`config.mk`:
```
export PLATFORM = sky130hd
export DESIGN_NAME = cpu_sequencer_flat
export DESIGN_NICKNAME = d
export VERILOG_FILES = /design/src/rtl/cpu_sequencer_if.sv /design/src/rtl/cpu_sequencer.sv /design/src/flat_wrapper.sv
export SDC_FILE = /design/constraint.sdc
export NUM_CORES = 1
export LEC_CHECK = 0
export CAP_MARGIN = 20
export CORE_UTILIZATION = 29
export DETAILED_ROUTE_END_ITERATION = 8
export PLACE_DENSITY = 0.84
export SLEW_MARGIN = 20
export SYNTH_ARGS = -nofsm -noshare
export SYNTH_HDL_FRONTEND = slang
export SYNTH_SLANG_ARGS = --single-unit
```
`constraint.sdc`:
```
create_clock -name clk -period 1.5 [get_ports clk]
set_input_delay 0.225 -clock clk [delete_from_list [all_inputs] [get_ports clk]]
set_output_delay 0.225 -clock clk [all_outputs]
set_load 0.02 [all_outputs]
```
`src/rtl/cpu_sequencer_if.sv`:
```
// Bus bundle between the VeriRISC run-control sequencer and its environment:
// run control, core memory strobes, loader port and the shared memory side.
interface cpu_sequencer_if #(
    parameter int AWIDTH = 5,
    parameter int DWIDTH = 8
);
    logic              run;
    logic              step;
    logic              halt;
    logic [AWIDTH-1:0] cpu_addr;
    logic [DWIDTH-1:0] cpu_wdata;
    logic              cpu_rd;
    logic              cpu_wr;
    logic              ld_req;
    logic              ld_we;
    logic [AWIDTH-1:0] ld_addr;
    logic [DWIDTH-1:0] ld_wdata;
    logic [2:0]        phase;
    logic              cpu_en;
    logic              ld_gnt;
    logic              halted;
    logic              busy;
    logic [AWIDTH-1:0] mem_addr;
    logic [DWIDTH-1:0] mem_wdata;
    logic              mem_rd;
    logic              mem_wr;

    modport master (
        output run, step, halt, cpu_addr, cpu_wdata, cpu_rd, cpu_wr,
               ld_req, ld_we, ld_addr, ld_wdata,
        input  phase, cpu_en, ld_gnt, halted, busy,
               mem_addr, mem_wdata, mem_rd, mem_wr
    );

    modport slave (
        input  run, step, halt, cpu_addr, cpu_wdata, cpu_rd, cpu_wr,
               ld_req, ld_we, ld_addr, ld_wdata,
        output phase, cpu_en, ld_gnt, halted, busy,
               mem_addr, mem_wdata, mem_rd, mem_wr
    );
endinterface

```
`src/rtl/cpu_sequencer.sv`:
```
// Run-control sequencer for the VeriRISC core: instruction phase generation,
// run/step/halt control and loader access to the shared memory at boundaries.
module cpu_sequencer #(
    parameter int AWIDTH = 5,
    parameter int DWIDTH = 8
) (
    input  logic            clk,
    input  logic            rst_n,
    cpu_sequencer_if.slave  bus
);

    typedef enum logic [2:0] {
        ST_IDLE   = 3'd0,
        ST_RUN    = 3'd1,
        ST_STEP   = 3'd2,
        ST_HALTED = 3'd3,
        ST_LOAD   = 3'd4
    } state_t;

    state_t     state_r;
    state_t     state_s;
    logic [2:0] phase_r;
    logic [2:0] phase_s;
    logic       step_q_r;
    logic       halt_seen_r;
    logic       halt_seen_s;
    logic       exec_s;
    logic       boundary_s;
    logic       step_edge_s;
    logic       stop_s;

    assign exec_s      = (state_r == ST_RUN) || (state_r == ST_STEP);
    assign boundary_s  = exec_s && (phase_r == 3'd7);
    assign step_edge_s = bus.step & ~step_q_r;
    // halt may arrive in the boundary cycle itself, before halt_seen can latch it
    assign stop_s      = halt_seen_r | bus.halt;

    // Next-state, next-phase and halt-tracking decisions
    always_comb begin
        state_s     = state_r;
        phase_s     = 3'd0;
        halt_seen_s = 1'b0;
        case (state_r)
            ST_IDLE: begin
                if (bus.ld_req)       state_s = ST_LOAD;
                else if (bus.run)     state_s = ST_RUN;
                else if (step_edge_s) state_s = ST_STEP;
                else                  state_s = ST_IDLE;
            end
            ST_RUN: begin
                if (!boundary_s)      state_s = ST_RUN;
                else if (stop_s)      state_s = ST_HALTED;
                else if (bus.ld_req)  state_s = ST_LOAD;
                else if (!bus.run)    state_s = ST_IDLE;
                else                  state_s = ST_RUN;
            end
            ST_STEP: begin
                if (!boundary_s)      state_s = ST_STEP;
                else if (stop_s)      state_s = ST_HALTED;
                else                  state_s = ST_IDLE;
            end
            ST_HALTED: begin
                if (bus.ld_req)       state_s = ST_LOAD;
                else                  state_s = ST_HALTED;
            end
            ST_LOAD: begin
                if (!bus.ld_req)      state_s = ST_IDLE;
                else                  state_s = ST_LOAD;
            end
            default: state_s = ST_IDLE;
        endcase

        if (exec_s) phase_s = phase_r + 3'd1;
        else        phase_s = 3'd0;

        if ((state_s == ST_RUN) || (state_s == ST_STEP))
            halt_seen_s = halt_seen_r | (exec_s & bus.halt);
        else
            halt_seen_s = 1'b0;
    end

    // Control state registers
    always_ff @(posedge clk or negedge rst_n) begin
        if (!rst_n) begin
            state_r     <= ST_IDLE;
            phase_r     <= 3'd0;
            step_q_r    <= 1'b0;
            halt_seen_r <= 1'b0;
        end else begin
            state_r     <= state_s;
            phase_r     <= phase_s;
            step_q_r    <= bus.step;
            halt_seen_r <= halt_seen_s;
        end
    end

    assign bus.phase  = phase_r;
    assign bus.cpu_en = exec_s;
    assign bus.busy   = exec_s;
    assign bus.halted = (state_r == ST_HALTED);
    assign bus.ld_gnt = (state_r == ST_LOAD);

    // Shared memory mux; a core write is dropped when it collides with a read
    always_comb begin
        bus.mem_addr  = bus.cpu_addr;
        bus.mem_wdata = bus.cpu_wdata;
        bus.mem_rd    = 1'b0;
        bus.mem_wr    = 1'b0;
        if (state_r == ST_LOAD) begin
            bus.mem_addr  = bus.ld_addr;
            bus.mem_wdata = bus.ld_wdata;
            bus.mem_rd    = bus.ld_req & ~bus.ld_we;
            bus.mem_wr    = bus.ld_req & bus.ld_we;
        end else begin
            bus.mem_addr  = bus.cpu_addr;
            bus.mem_wdata = bus.cpu_wdata;
            bus.mem_rd    = bus.cpu_rd & exec_s;
            bus.mem_wr    = bus.cpu_wr & exec_s & ~bus.cpu_rd;
        end
    end

endmodule

```
`src/flat_wrapper.sv`:
```
// flat-port wrapper written by rule: the top's interface ports become plain ports
module cpu_sequencer_flat 
#(
    parameter int AWIDTH = 5,
    parameter int DWIDTH = 8
)
  (clk, rst_n, bus_run, bus_step, bus_halt, bus_cpu_addr, bus_cpu_wdata, bus_cpu_rd, bus_cpu_wr, bus_ld_req, bus_ld_we, bus_ld_addr, bus_ld_wdata, bus_phase, bus_cpu_en, bus_ld_gnt, bus_halted, bus_busy, bus_mem_addr, bus_mem_wdata, bus_mem_rd, bus_mem_wr);
  cpu_sequencer_if #(.AWIDTH(AWIDTH), .DWIDTH(DWIDTH)) bus_i ();
  input  logic clk;
  input  logic rst_n;
  input wire logic [$bits(bus_i.run)-1:0] bus_run;
  input wire logic [$bits(bus_i.step)-1:0] bus_step;
  input wire logic [$bits(bus_i.halt)-1:0] bus_halt;
  input wire logic [$bits(bus_i.cpu_addr)-1:0] bus_cpu_addr;
  input wire logic [$bits(bus_i.cpu_wdata)-1:0] bus_cpu_wdata;
  input wire logic [$bits(bus_i.cpu_rd)-1:0] bus_cpu_rd;
  input wire logic [$bits(bus_i.cpu_wr)-1:0] bus_cpu_wr;
  input wire logic [$bits(bus_i.ld_req)-1:0] bus_ld_req;
  input wire logic [$bits(bus_i.ld_we)-1:0] bus_ld_we;
  input wire logic [$bits(bus_i.ld_addr)-1:0] bus_ld_addr;
  input wire logic [$bits(bus_i.ld_wdata)-1:0] bus_ld_wdata;
  output wire logic [$bits(bus_i.phase)-1:0] bus_phase;
  output wire logic [$bits(bus_i.cpu_en)-1:0] bus_cpu_en;
  output wire logic [$bits(bus_i.ld_gnt)-1:0] bus_ld_gnt;
  output wire logic [$bits(bus_i.halted)-1:0] bus_halted;
  output wire logic [$bits(bus_i.busy)-1:0] bus_busy;
  output wire logic [$bits(bus_i.mem_addr)-1:0] bus_mem_addr;
  output wire logic [$bits(bus_i.mem_wdata)-1:0] bus_mem_wdata;
  output wire logic [$bits(bus_i.mem_rd)-1:0] bus_mem_rd;
  output wire logic [$bits(bus_i.mem_wr)-1:0] bus_mem_wr;
  assign bus_i.run = bus_run;
  assign bus_i.step = bus_step;
  assign bus_i.halt = bus_halt;
  assign bus_i.cpu_addr = bus_cpu_addr;
  assign bus_i.cpu_wdata = bus_cpu_wdata;
  assign bus_i.cpu_rd = bus_cpu_rd;
  assign bus_i.cpu_wr = bus_cpu_wr;
  assign bus_i.ld_req = bus_ld_req;
  assign bus_i.ld_we = bus_ld_we;
  assign bus_i.ld_addr = bus_ld_addr;
  assign bus_i.ld_wdata = bus_ld_wdata;
  assign bus_phase = bus_i.phase;
  assign bus_cpu_en = bus_i.cpu_en;
  assign bus_ld_gnt = bus_i.ld_gnt;
  assign bus_halted = bus_i.halted;
  assign bus_busy = bus_i.busy;
  assign bus_mem_addr = bus_i.mem_addr;
  assign bus_mem_wdata = bus_i.mem_wdata;
  assign bus_mem_rd = bus_i.mem_rd;
  assign bus_mem_wr = bus_i.mem_wr;
  cpu_sequencer #(.AWIDTH(AWIDTH), .DWIDTH(DWIDTH)) u_core (.clk(clk), .rst_n(rst_n), .bus(bus_i));
endmodule
```
# Word level (Yosys, flattened, before mapping)
# Index checks and enable logic that the tools add are counted.
[word_totals]
out_inout_bits = 22
input_bits = 35
regBits = 8
word_cells = 46
[classes]
reduce_logical = 4
n_bitwise = 12
muxes = 18
n_eq_ne = 7
addsub = 1
[op_table]
columns = ["op", "count"]
rows = [
  ["3-bit 2-to-1 mux", 9],
  ["3-bit case mux with 5 select lines", 1],
  ["3-bit by 2-bit equality test with 1-bit output (second input constant)", 3],
  ["8-bit 2-to-1 mux", 1],
  ["1-bit bitwise AND", 7],
  ["3-bit by 1-bit equality test with 1-bit output (second input constant)", 2],
  ["3-bit equality test (second input constant)", 2],
  ["5-bit 2-to-1 mux", 1],
  ["1-bit 2-to-1 mux", 4],
  ["2-bit 2-to-1 mux", 2],
  ["3-bit by 1-bit adder with 3-bit output (second input constant)", 1],
  ["3-bit zero test", 1],
  ["1-bit inverter", 3],
  ["1-bit logical OR", 2],
  ["1-bit OR", 2],
  ["1-bit logical AND", 1],
]

# Depth between registers and ports, before layout
[depth]
word_depth = 9
ltp_mapped = 6
depth_no_buf = 6

# Worst setup path after synthesis
# Ideal clock, no wire load.
[synth_path]
kind = "register to register"
start = "reg u_core.phase_r[0] (netlist: u_core.bus.phase[0])"
end = "reg u_core.halt_seen_r"
t_arrival_ns = 1.631
n_path_buf = 0
period_less_slack_ns = 1.711
slack_ns = -0.211
path_stages_with_launch = 7
required_ns = 1.421
setup_ns = 0.079
path_cell_list = "dfrtp_1 > ha_1 > ha_1 > nor4b_2 > a2111o_1 > nand3_2 > mux2i_1"
[synth_via]
elab_chain_len = 7
elab_cells_between_ends = 9
classes_between = "eq/ne: 3; mux: 4; reduce/logical: 2"
[synth_rtl]
columns = ["item", "line_no", "source"]
rows = [
  ["from (decl)", "cpu_sequencer.sv:22", "logic [2:0] phase_r;"],
  ["from (signal assigned)", "cpu_sequencer.sv:91", "phase_r <= phase_s;"],
  ["3-bit equality test (*)", "cpu_sequencer.sv:33", "assign boundary_s = exec_s && (phase_r == 3'd7);"],
  ["1-bit logical AND (*)", "cpu_sequencer.sv:33", ""],
  ["3-bit 2-to-1 mux (on tied branches)", "cpu_sequencer.sv:58, cpu_sequencer.sv:51", ""],
  ["3-bit case mux with 5 select lines (*)", "cpu_sequencer.sv:43", "case (state_r)"],
  ["net u_core.state_s[0]", "cpu_sequencer.sv:21", "state_t state_s;"],
  ["3-bit by 1-bit equality test with 1-bit output or 3-bit by 2-bit equality test with 1-bit output (tied branches)", "cpu_sequencer.sv:76", "if ((state_s == ST_RUN) || (state_s == ST_STEP))"],
  ["1-bit logical OR (*)", "cpu_sequencer.sv:76", ""],
  ["1-bit 2-to-1 mux (*)", "cpu_sequencer.sv:76", ""],
  ["net u_core.halt_seen_s", "cpu_sequencer.sv:26", "logic halt_seen_s;"],
  ["to (signal assigned)", "cpu_sequencer.sv:93", "halt_seen_r <= halt_seen_s;"],
  ["to (decl)", "cpu_sequencer.sv:25", "logic halt_seen_r;"],
]
# Mark *: on every way through the listed nets, which the timed path passes. The rest lies on a longest branch.

# Worst setup path after layout
[layout_path]
start = "reg u_core.state_r[1]"
end = "out bus_mem_addr[3]"
[layout_via]
elab_chain_len = 2
[layout_rtl]
columns = ["item", "line_no", "source"]
rows = [
  ["from (decl)", "cpu_sequencer.sv:20", "state_t state_r;"],
  ["from (signal assigned)", "cpu_sequencer.sv:90", "state_r <= state_s;"],
  ["3-bit equality test", "cpu_sequencer.sv:109", "if (state_r == ST_LOAD) begin"],
  ["5-bit 2-to-1 mux", "cpu_sequencer.sv:109", ""],
  ["to (decl)", "flat_wrapper.sv:27", "output wire logic [$bits(bus_i.mem_addr)-1:0] bus_mem_addr;"],
]
# Every way passes these cells.

==> flow_summary.yaml <==
critical_path:
  path_delay_family: "flip-flops"
  crit_chain: "nor3b_4 > buf_6 > mux2_4 > buf_6"
  crit_type: "reg -> out"
  crit_required_ns: 1.27
  crit_buf_inv: 2
  cp-start-kind: "flip-flop"
  crit_arrival_ns: 1.57
  slowest_delay_ns: 0.41
  end_kind: "primary output"
  cpMostUsedCell: "buf_6"
  cp_slowest_cell: "dfrtp_1"
  cp_max_fo: 8
sta:
  fin_ws_ns: -0.298
  rsz0062_at_grt: "yes"
  finClkSkew_ns: 0.00950
  max_freq_mhz: 556
  worst_slew_pin_slew_ns: 0.393
  relSlewSlack_pct: 73.4
  finalSetupViolations: 20
  period_share_pct: 120
  period_needed_ns: 1.80
  holdWs_ns: 0.225
  maxSlewViolCount: 0
  hold_viol: 0
routing:
  vias: 830
  drt_pre_antenna_iters: 4
  antenna_left: 0
  wire_per_inst_um: 15.4
  drtIter0Drc: 6
  drt_drc_violations_left: 0
  viasPerCell: 4.91
  routed_wl_um: 2610
yosys:
  yosys_most_used_dff: "dfrtp_1"
  syn_nets: 105
  synth.top_cells.by_count: "dfrtp_1 (8), mux2_1 (7), mux2_2 (6)"
  synth_area_leader_cell: "dfrtp_1"
  synth_edf_count: 0
  synthCells: 68
  yosys-top-cells-area: "dfrtp_1 (26%), mux2_1 (10%), mux2_2 (8.9%)"
  synth.distinct_cells: 36
  synth_sequential_area_ratio_pct: 26.5
  syn_area_per_cell_um2: 11.1
  synth_area_um2: 756
  yosysMostFrequentCell: "dfrtp_1"
  synth_warnings: 0
  ys_ff_latch: 8
  postSynth.asyncResetShare_pct: 100
  synth.top_cell.area_share_pct: 26.5
placed_design:
  place_congestion: 0.763
  dp_hpwl_um: 1840
  io_buffers: 56
  place_worst_setup_slack_ns: -0.421
clock_network:
  cts_tree: "built"
  clockRootBuffer: "clkbuf_4"
  htreeDepth: 1
  clock_latency_ns: 0.26
  clockBufferDepth: 2
  cts_buffers: 3
  clk_pin_slew_ns: 0.06
  hold_buffers: 0
  cts.sinks: 8
global_route:
  busiest_layer: "met2"
  grtUsageMet3_pct: 4.31
  grt-ovfl-total: 0
  grt_pass1_vias: 772
  grt_usage_pct: 17.6
  grt_pass1_wl_um: 3450
  grtUsageMet2_pct: 31.4
  antenna_found_initial: 0
  met1_usage_pct: 18.3
  grt_max_degree: 13
die:
  die_w_um: 53.1
  dieArea_mm2: 0.00281
  fp-row-count: 18
  core_area_mm2: 0.00248
  ios: 57
  initial_core_util_pct: 30.5
  die_h_um: 53.1
layout:
  fillerInstances: 197
  area.growth.synth_to_final_pct: 108
  fin_nets: 177
  drive_above_1_share_pct: 51.1
  diodes: 0
worst_hold_path:
  min_path_type: "in -> async"
power:
  vdd_ir_drop_max_v: 0.000959
  leakagePower_uw: 0.000705
  powerDensity_mw_per_mm2: 1280
status:
  violations: "negative setup slack"
  status: "finished with violations"
job:
  maxCapViolations: 0
## worst register-to-register path, cell delays in order, from the launching register on
cell      delay, ns
dfrtp_2        0.42
ha_4           0.17
ha_4           0.16
nor4b_4        0.13
buf_4          0.14
o311ai_4       0.27
nand4_1        0.13
mux2i_1        0.15
## layer usage
metal  wire length (um)  part of all wire [%]
met5                  0                     0
met4                 59                   2.3
met3                331                    13
met2               1290                    49
met1                928                    36
## power by group
part	internal [uW]	switching [uW]	leakage, uW
Combinational	825	701	0.000586
Sequential	260	43.7	0.000104
Clock	102	81.4	0.0000150
Total	1190	826	0.000705
## sequential cells by signal, indices dropped and copies added, names as in the netlist
name	count
u_core.bus.phase	3
u_core.step_q_r	1
u_core.halt_seen_r	1
u_core.state_r	3
## layout make-up
class | count | area (um2) | area share [%]
Clock buffer | 4 | 26.3 | 1.67
Inverter | 2 | 7.51 | 0.477
Multi-Input combinational cell | 53 | 617 | 39.2
Sequential cell | 8 | 201 | 12.8
Tap cell | 30 | 37.5 | 2.38
Timing Repair Buffer | 72 | 686 | 43.5
## cells by family after synthesis
group	synth area share (%)
adders and majority gates	3.31
buffers and inverters	7.95
AOI/OAI and AO/OA	11.9
xor gates and xnor gates	1.16
and+or+nand+nor	27.2
DFF	26.5
muxes	22.0
## through the flow
step | total power [uW] | area (um2) | utilization (%) | cells | TNS, ns
after global routing | 2120 | 1580 | 63.6 | 169 | -5.86
after floorplan | 1140 | 802 | - | 68 | -1.67
after global placement | 1690 | 1460 | 58.8 | 162 | -6.92
after CTS | 2010 | 1550 | 62.6 | 171 | -5.61
after detailed placement | 1720 | 1460 | 58.8 | 162 | -7.68
final | 2010 | 1580 | 63.6 | 169 | -4.78
## placed cells by master (no fill, tap or decap), types with 2 or more instances in the layout
| master | n |
|---|---|
| nor3b_1 | 3 |
| nor2_2 | 2 |
| mux2_4 | 13 |
| buf_4 | 15 |
| ha_4 | 2 |
| and2_1 | 2 |
| nand2_1 | 3 |
| a2111o_1 | 2 |
| dlygate4sd2_1 | 3 |
| clkdlybuf4s50_1 | 34 |
| a21oi_1 | 2 |
| clkbuf_4 | 3 |
| dfrtp_1 | 7 |
| mux2i_1 | 2 |
| buf_6 | 17 |
| buf_2 | 3 |
## path summary, 6_finish.rpt
kind / startpoint / endpoint / slack (ns) / cells past startpoint
max: u_core.state_r[1] / bus_mem_addr[3] / -0.30 / 4
min: rst_n / u_core.state_r[1] / 0.23 / 1
max reg2reg: u_core.bus.phase[0] / u_core.halt_seen_r / -0.14 / 7
min reg2reg: u_core.bus.phase[0] / u_core.bus.phase[0] / 0.57 / 2
max in group asynchronous: rst_n / u_core.bus.phase[0] / 0.99 / 1
min in group clk: bus_step / u_core.step_q_r / 0.43 / 1
## repair_timing
action                                  4_1_cts  5_1_grt
resized for setup                           103       26
pin swaps                                     4        3
endpoints found under the setup margin       24       22
gates cloned                                  1        0
buffers inserted                              4        1
hold endpoints to repair                      0        0
Power figures use the tool's default switching activity.
==> patch 1, RTL diff (config.mk and constraints unchanged) <==
Re-encode `state_t` (5 states) as one-hot, 5 bits wide.
--- a/src/rtl/cpu_sequencer.sv
+++ b/src/rtl/cpu_sequencer.sv
@@ -9,12 +9,12 @@
     cpu_sequencer_if.slave  bus
 );
 
-    typedef enum logic [2:0] {
-        ST_IDLE   = 3'd0,
-        ST_RUN    = 3'd1,
-        ST_STEP   = 3'd2,
-        ST_HALTED = 3'd3,
-        ST_LOAD   = 3'd4
+    typedef enum logic [4:0] {
+        ST_IDLE   = 5'b00001,
+        ST_RUN    = 5'b00010,
+        ST_STEP   = 5'b00100,
+        ST_HALTED = 5'b01000,
+        ST_LOAD   = 5'b10000
     } state_t;
 
     state_t     state_r;
Formal check against the unedited RTL: same outputs for any inputs over 10 cycles, from zero or initial values and one cycle with rst_n low; not proved beyond that.
==> patch 1 against the unedited design <==
- clock skew down 0.0014 ns
- area after synthesis is 13% higher
- count of clock-buffer cells in the layout is the same
- power rose by 3.7%
- routed wire length up 24%
- largest power group unchanged
- register-to-register slack better by 0.06 ns
- setup slack got worse by 0.089 ns
- sequential cell count increased by 2
- highest routed layer is now met3
- non-clock buffer count up 7
- the run still ends with setup timing left
- design area is 13% higher
- clock power is 6% higher
==> patch 1: results (changes against the unedited design) <==
[worst_hold_path]
hold_path_class=input pin to async pin  ; unchanged

[final_layout]
largest-register=u_core.state_r
drive_gt1_share_pct=49.69  ; was 51.08%
n_antenna_cell=0  ; unchanged
nets=199  ; was 177

[placement]
gp_congestion=0.8176  ; was 0.7631
dp.final_hpwl_um=2314  ; was 1840 um
io_buffers=56  ; unchanged

[logic_synthesis]
synth_cell_types=40  ; was 36
synth_fp_nets=123  ; was 105
synth_ff_type=dfrtp_1  ; unchanged
synth_common_cells=11 x mux2_1, 9 x dfrtp_1, 6 x nor2_1  ; was 8 x dfrtp_1, 7 x mux2_1, 6 x mux2_2
yosys-top-cells-area=dfrtp_1 26%, mux2_1 14%, buf_4 4.4%  ; was dfrtp_1 26%, mux2_1 10%, mux2_2 8.9%
yosysSeqAreaShare_pct=29.39  ; was 26.49%

[detailed_routing]
wirelength_um=3245  ; was 2607 um
first_iter_violations=17  ; was 6
viasPerCell=4.990  ; was 4.911

[critical_path]
r2r-start=u_core.state_r[1]  ; was u_core.bus.phase[0]
cp_slowest_cell=dfstp_2  ; was dfrtp_1
critPathLaunch=u_core.state_r[0]  ; was u_core.state_r[1]
arrival_ns=1.66  ; was 1.57 ns
slowest_delay_ns=0.55  ; was 0.41 ns

[outcome]
outcome=finished, violations left  ; unchanged
violations=setup timing  ; unchanged

[global_route]
grt_pass1_vias=986  ; was 772
grt_max_degree=17  ; was 13
grt_use_total_pct=18.56  ; was 17.58%
grt_pass1_wl_um=4547  ; was 3450 um

[clock_network]
cts.path.max_buffers=2  ; unchanged
cts_htree_levels=1  ; unchanged

[timing]
max_slew_margin_pct=69.28  ; was 73.42%
setup_ws_ns=-0.3868  ; was -0.2981 ns
fin_skew_ns=0.008088  ; was 0.009497 ns
finalSetupViolations=20  ; unchanged

[power]
ir_drop_mv=0.7692  ; was 0.9587 mV
leakage_nw=0.8433  ; was 0.7049 nW

patch 1: changes by cell type in the layout (fill, tap and decap cells not counted), sizes merged, moves of 3 or more:
cell   delta
and3      +3
nor3b     -4
buf       +6
nor2      +4
o21ai     +3
patch 1: cell families after synthesis:
kind of cell,after synthesis,synth area share (%)
buffers and inverters,12,8.918
and+or+nand+nor,32,25.44
muxes,13,17.11
AOI/OAI and AO/OA,15,14.18
xor gates and xnor gates,2,2.047
adders and majority gates,2,2.924
DFF,10,29.39
patch 1: worst reg2reg max path: cells and delay by family (launching register included):
kind                   cells  cell delay, ns
AND/OR/NAND/NOR            2            0.29
flip-flops                 1            0.37
AO/OA/AOI/OAI              2            0.46
buffers and inverters      3            0.39
patch 1: repair_timing:
action / in CTS / in global routing
gates cloned: 0 / 1
pin swaps: 1 / 2
resized for setup: 95 / 47
buffers inserted: 1 / 1
setup endpoints to repair: 22 / 26
patch 1: per-layer routing:
layer,vias to the layer above,part of all wire (%),track usage [%]
li1,463,-,-
met1,476,38,19.19
met2,19,60,38.10
met3,0,2.3,2.535
met4,0,0,4.878
met5,-,0,0
patch 1: report_power, final:
group          leakage (nW)  internal (mW)  switching [mW]  total [mW]
sequential            0.129          0.328          0.0503       0.379
combinational         0.700          0.828           0.686        1.51
clock                0.0150          0.103          0.0923       0.195
patch 1: final timing paths:
check,endpoint,slack (ns),depth (start not counted)
worst max-delay path,bus_mem_wdata[2],-0.39,5
worst min-delay path,u_core.state_r[4],0.27,1
worst max register to register,u_core.halt_seen_r,-0.08,7
worst min register to register,u_core.bus.phase[0],0.53,2
max in group asynchronous,u_core.state_r[0],0.88,1
min in group clk,u_core.step_q_r,0.42,1
patch 1: per-stage QoR:
stage | instance area (sq um) | utilization (%) | cells | setup TNS [ns] | setup WS (ns)
6_report | 1774 | 63.79 | 192 | -6.591 | -0.3868
5_1_grt | 1774 | 63.79 | 192 | -7.392 | -0.4313
4_1_cts | 1578 | 56.73 | 190 | -6.032 | -0.3610
3_5_place_dp | 1582 | 56.86 | 185 | -9.392 | -0.4870
3_3_place_gp | 1582 | 56.86 | 185 | -8.577 | -0.4455
2_1_floorplan | 908.4 | - | 86 | -1.162 | -0.1460
patch 1: area by class of cell:
type                       instances  area [sq um]
multi-input combinational         64         635.6
timing repair buffer              79         804.5
sequential                        10         254.0
tap                               31         38.79
clock buffer                       4         26.28
fill                             202          1007
inverter                           4         15.01
==> patch 2, RTL diff (config.mk and constraints unchanged) <==
Without the edit above. `AWIDTH` is set to 5 in 3 places; all go to 6.
--- a/src/rtl/cpu_sequencer_if.sv
+++ b/src/rtl/cpu_sequencer_if.sv
@@ -1,7 +1,7 @@
 // Bus bundle between the VeriRISC run-control sequencer and its environment:
 // run control, core memory strobes, loader port and the shared memory side.
 interface cpu_sequencer_if #(
-    parameter int AWIDTH = 5,
+    parameter int AWIDTH = 6,
     parameter int DWIDTH = 8
 );
     logic              run;
--- a/src/rtl/cpu_sequencer.sv
+++ b/src/rtl/cpu_sequencer.sv
@@ -1,7 +1,7 @@
 // Run-control sequencer for the VeriRISC core: instruction phase generation,
 // run/step/halt control and loader access to the shared memory at boundaries.
 module cpu_sequencer #(
-    parameter int AWIDTH = 5,
+    parameter int AWIDTH = 6,
     parameter int DWIDTH = 8
 ) (
     input  logic            clk,
--- a/src/flat_wrapper.sv
+++ b/src/flat_wrapper.sv
@@ -1,7 +1,7 @@
 // flat-port wrapper written by rule: the top's interface ports become plain ports
 module cpu_sequencer_flat 
 #(
-    parameter int AWIDTH = 5,
+    parameter int AWIDTH = 6,
     parameter int DWIDTH = 8
 )
   (clk, rst_n, bus_run, bus_step, bus_halt, bus_cpu_addr, bus_cpu_wdata, bus_cpu_rd, bus_cpu_wr, bus_ld_req, bus_ld_we, bus_ld_addr, bus_ld_wdata, bus_phase, bus_cpu_en, bus_ld_gnt, bus_halted, bus_busy, bus_mem_addr, bus_mem_wdata, bus_mem_rd, bus_mem_wr);
Ports: changed (resized bus_cpu_addr, bus_ld_addr and bus_mem_addr); port bits go from 57 to 60. No check against the original RTL was run, so the function may have changed too.
==> patch 2 against the unedited design <==
- the flow still finishes with violations (setup timing)
- non-clock buffer count increased by 12
- cell count increased by 7.7%
- power increased by 24%
- area after synthesis unchanged
- sequential power about the same
- design area increased by 14%
- die area unchanged
- setup slack got worse by 0.026 ns
- sequential cell count unchanged
- synthesized cell count increased by 1.5%
- routed wire length increased by 17%
- largest cell class unchanged
- highest routed layer unchanged
==> patch 2: results (changes against the unedited design) <==
[timing]
setup-tns-final_ns=-6.024  ; was -4.782 ns
fin_skew_ns=0.005163  ; was 0.009497 ns
setup_ws_ns=-0.3241  ; was -0.2981 ns
finalSetupViolations=22  ; was 20
max_slew_margin_pct=73.93  ; was 73.42%

[logic_synthesis]
synth_fp_nets=108  ; was 105
yosys-top-cells-area=dfrtp_1 26%, mux2_4 14%, mux2_2 10%  ; was dfrtp_1 26%, mux2_1 10%, mux2_2 8.9%
synth_compound_area_share_pct=10.26  ; was 11.92%
synth_common_cells=8 x dfrtp_1, 7 x mux2_2, 7 x mux2_4  ; was 8 x dfrtp_1, 7 x mux2_1, 6 x mux2_2
synth_cell_types=35  ; was 36
synthMuxAreaShare_pct=26.99  ; was 22.02%

[critical_path]
r2r_setup_slack_ns=-0.29  ; was -0.14 ns
critPathLaunch=u_core.state_r[0]  ; was u_core.state_r[1]
arrival_ns=1.60  ; was 1.57 ns

[detailed_routing]
vias=879  ; was 830
drt-wirelength-per-cell_um=16.81  ; was 15.43 um
met1_length_um=1117  ; was 928 um
wl_met3_um=347  ; was 331 um

[power]
switching_share_pct=38.41  ; was 41.01%
comb_power_mw=2.01  ; was 1.53 mW
pwr-share-clk_pct=7.2  ; was 9.1%
power_mw=2.494  ; was 2.014 mW
leakage_nw=0.7944  ; was 0.7049 nW

[final_layout]
nets=192  ; was 177
n_fill_cell=165  ; was 197
drive_gt1_share_pct=54.61  ; was 51.08%

[placement]
placed_area_sq_um=1490  ; was 1458 sq um
post-place-ws_ns=-0.4197  ; was -0.4208 ns
place_inst=169  ; was 162
io_buffers=59  ; was 56
gp_congestion=0.8058  ; was 0.7631

[clock_network]
post-cts-setup-buffer-count=6  ; was 4

[outcome]
outcome=finished, violations left  ; unchanged
violations=setup timing  ; unchanged

[global_route]
grt_pass1_wl_um=4050  ; was 3450 um
grt_use_total_pct=20.38  ; was 17.58%
met1_usage_pct=20.49  ; was 18.26%
grt_pass1_vias=893  ; was 772
use_met2_pct=39.66  ; was 31.43%

-- patch 2: how the worst max path moves through the flow --
stage / to / depth (start not counted)
6_report: bus_mem_wdata[4] / 5
5_1_grt: bus_mem_wdata[4] / 5
4_1_cts: bus_mem_wdata[6] / 5
3_5_place_dp: bus_mem_wdata[7] / 4
3_3_place_gp: bus_mem_addr[5] / 4
2_1_floorplan: bus_mem_wdata[0] / 4
-- patch 2: cell type report --
| type | instances | area (sq um) | share of cell area (%) |
|---|---|---|---|
| Tap cell | 30 | 37.54 | 2.088 |
| Sequential cell | 8 | 202.7 | 11.27 |
| Multi-Input combinational cell | 54 | 659.4 | 36.67 |
| Inverter | 2 | 7.507 | 0.4175 |
| Clock buffer | 4 | 26.28 | 1.461 |
| Timing Repair Buffer | 84 | 864.6 | 48.09 |
-- patch 2: critical path: cells and delay by family, from the launching register on --
kind / cells / cell delay, ns
flip-flops: 1 / 0.40
buffers and inverters: 3 / 0.41
AND/OR/NAND/NOR: 1 / 0.21
multiplexers: 1 / 0.31
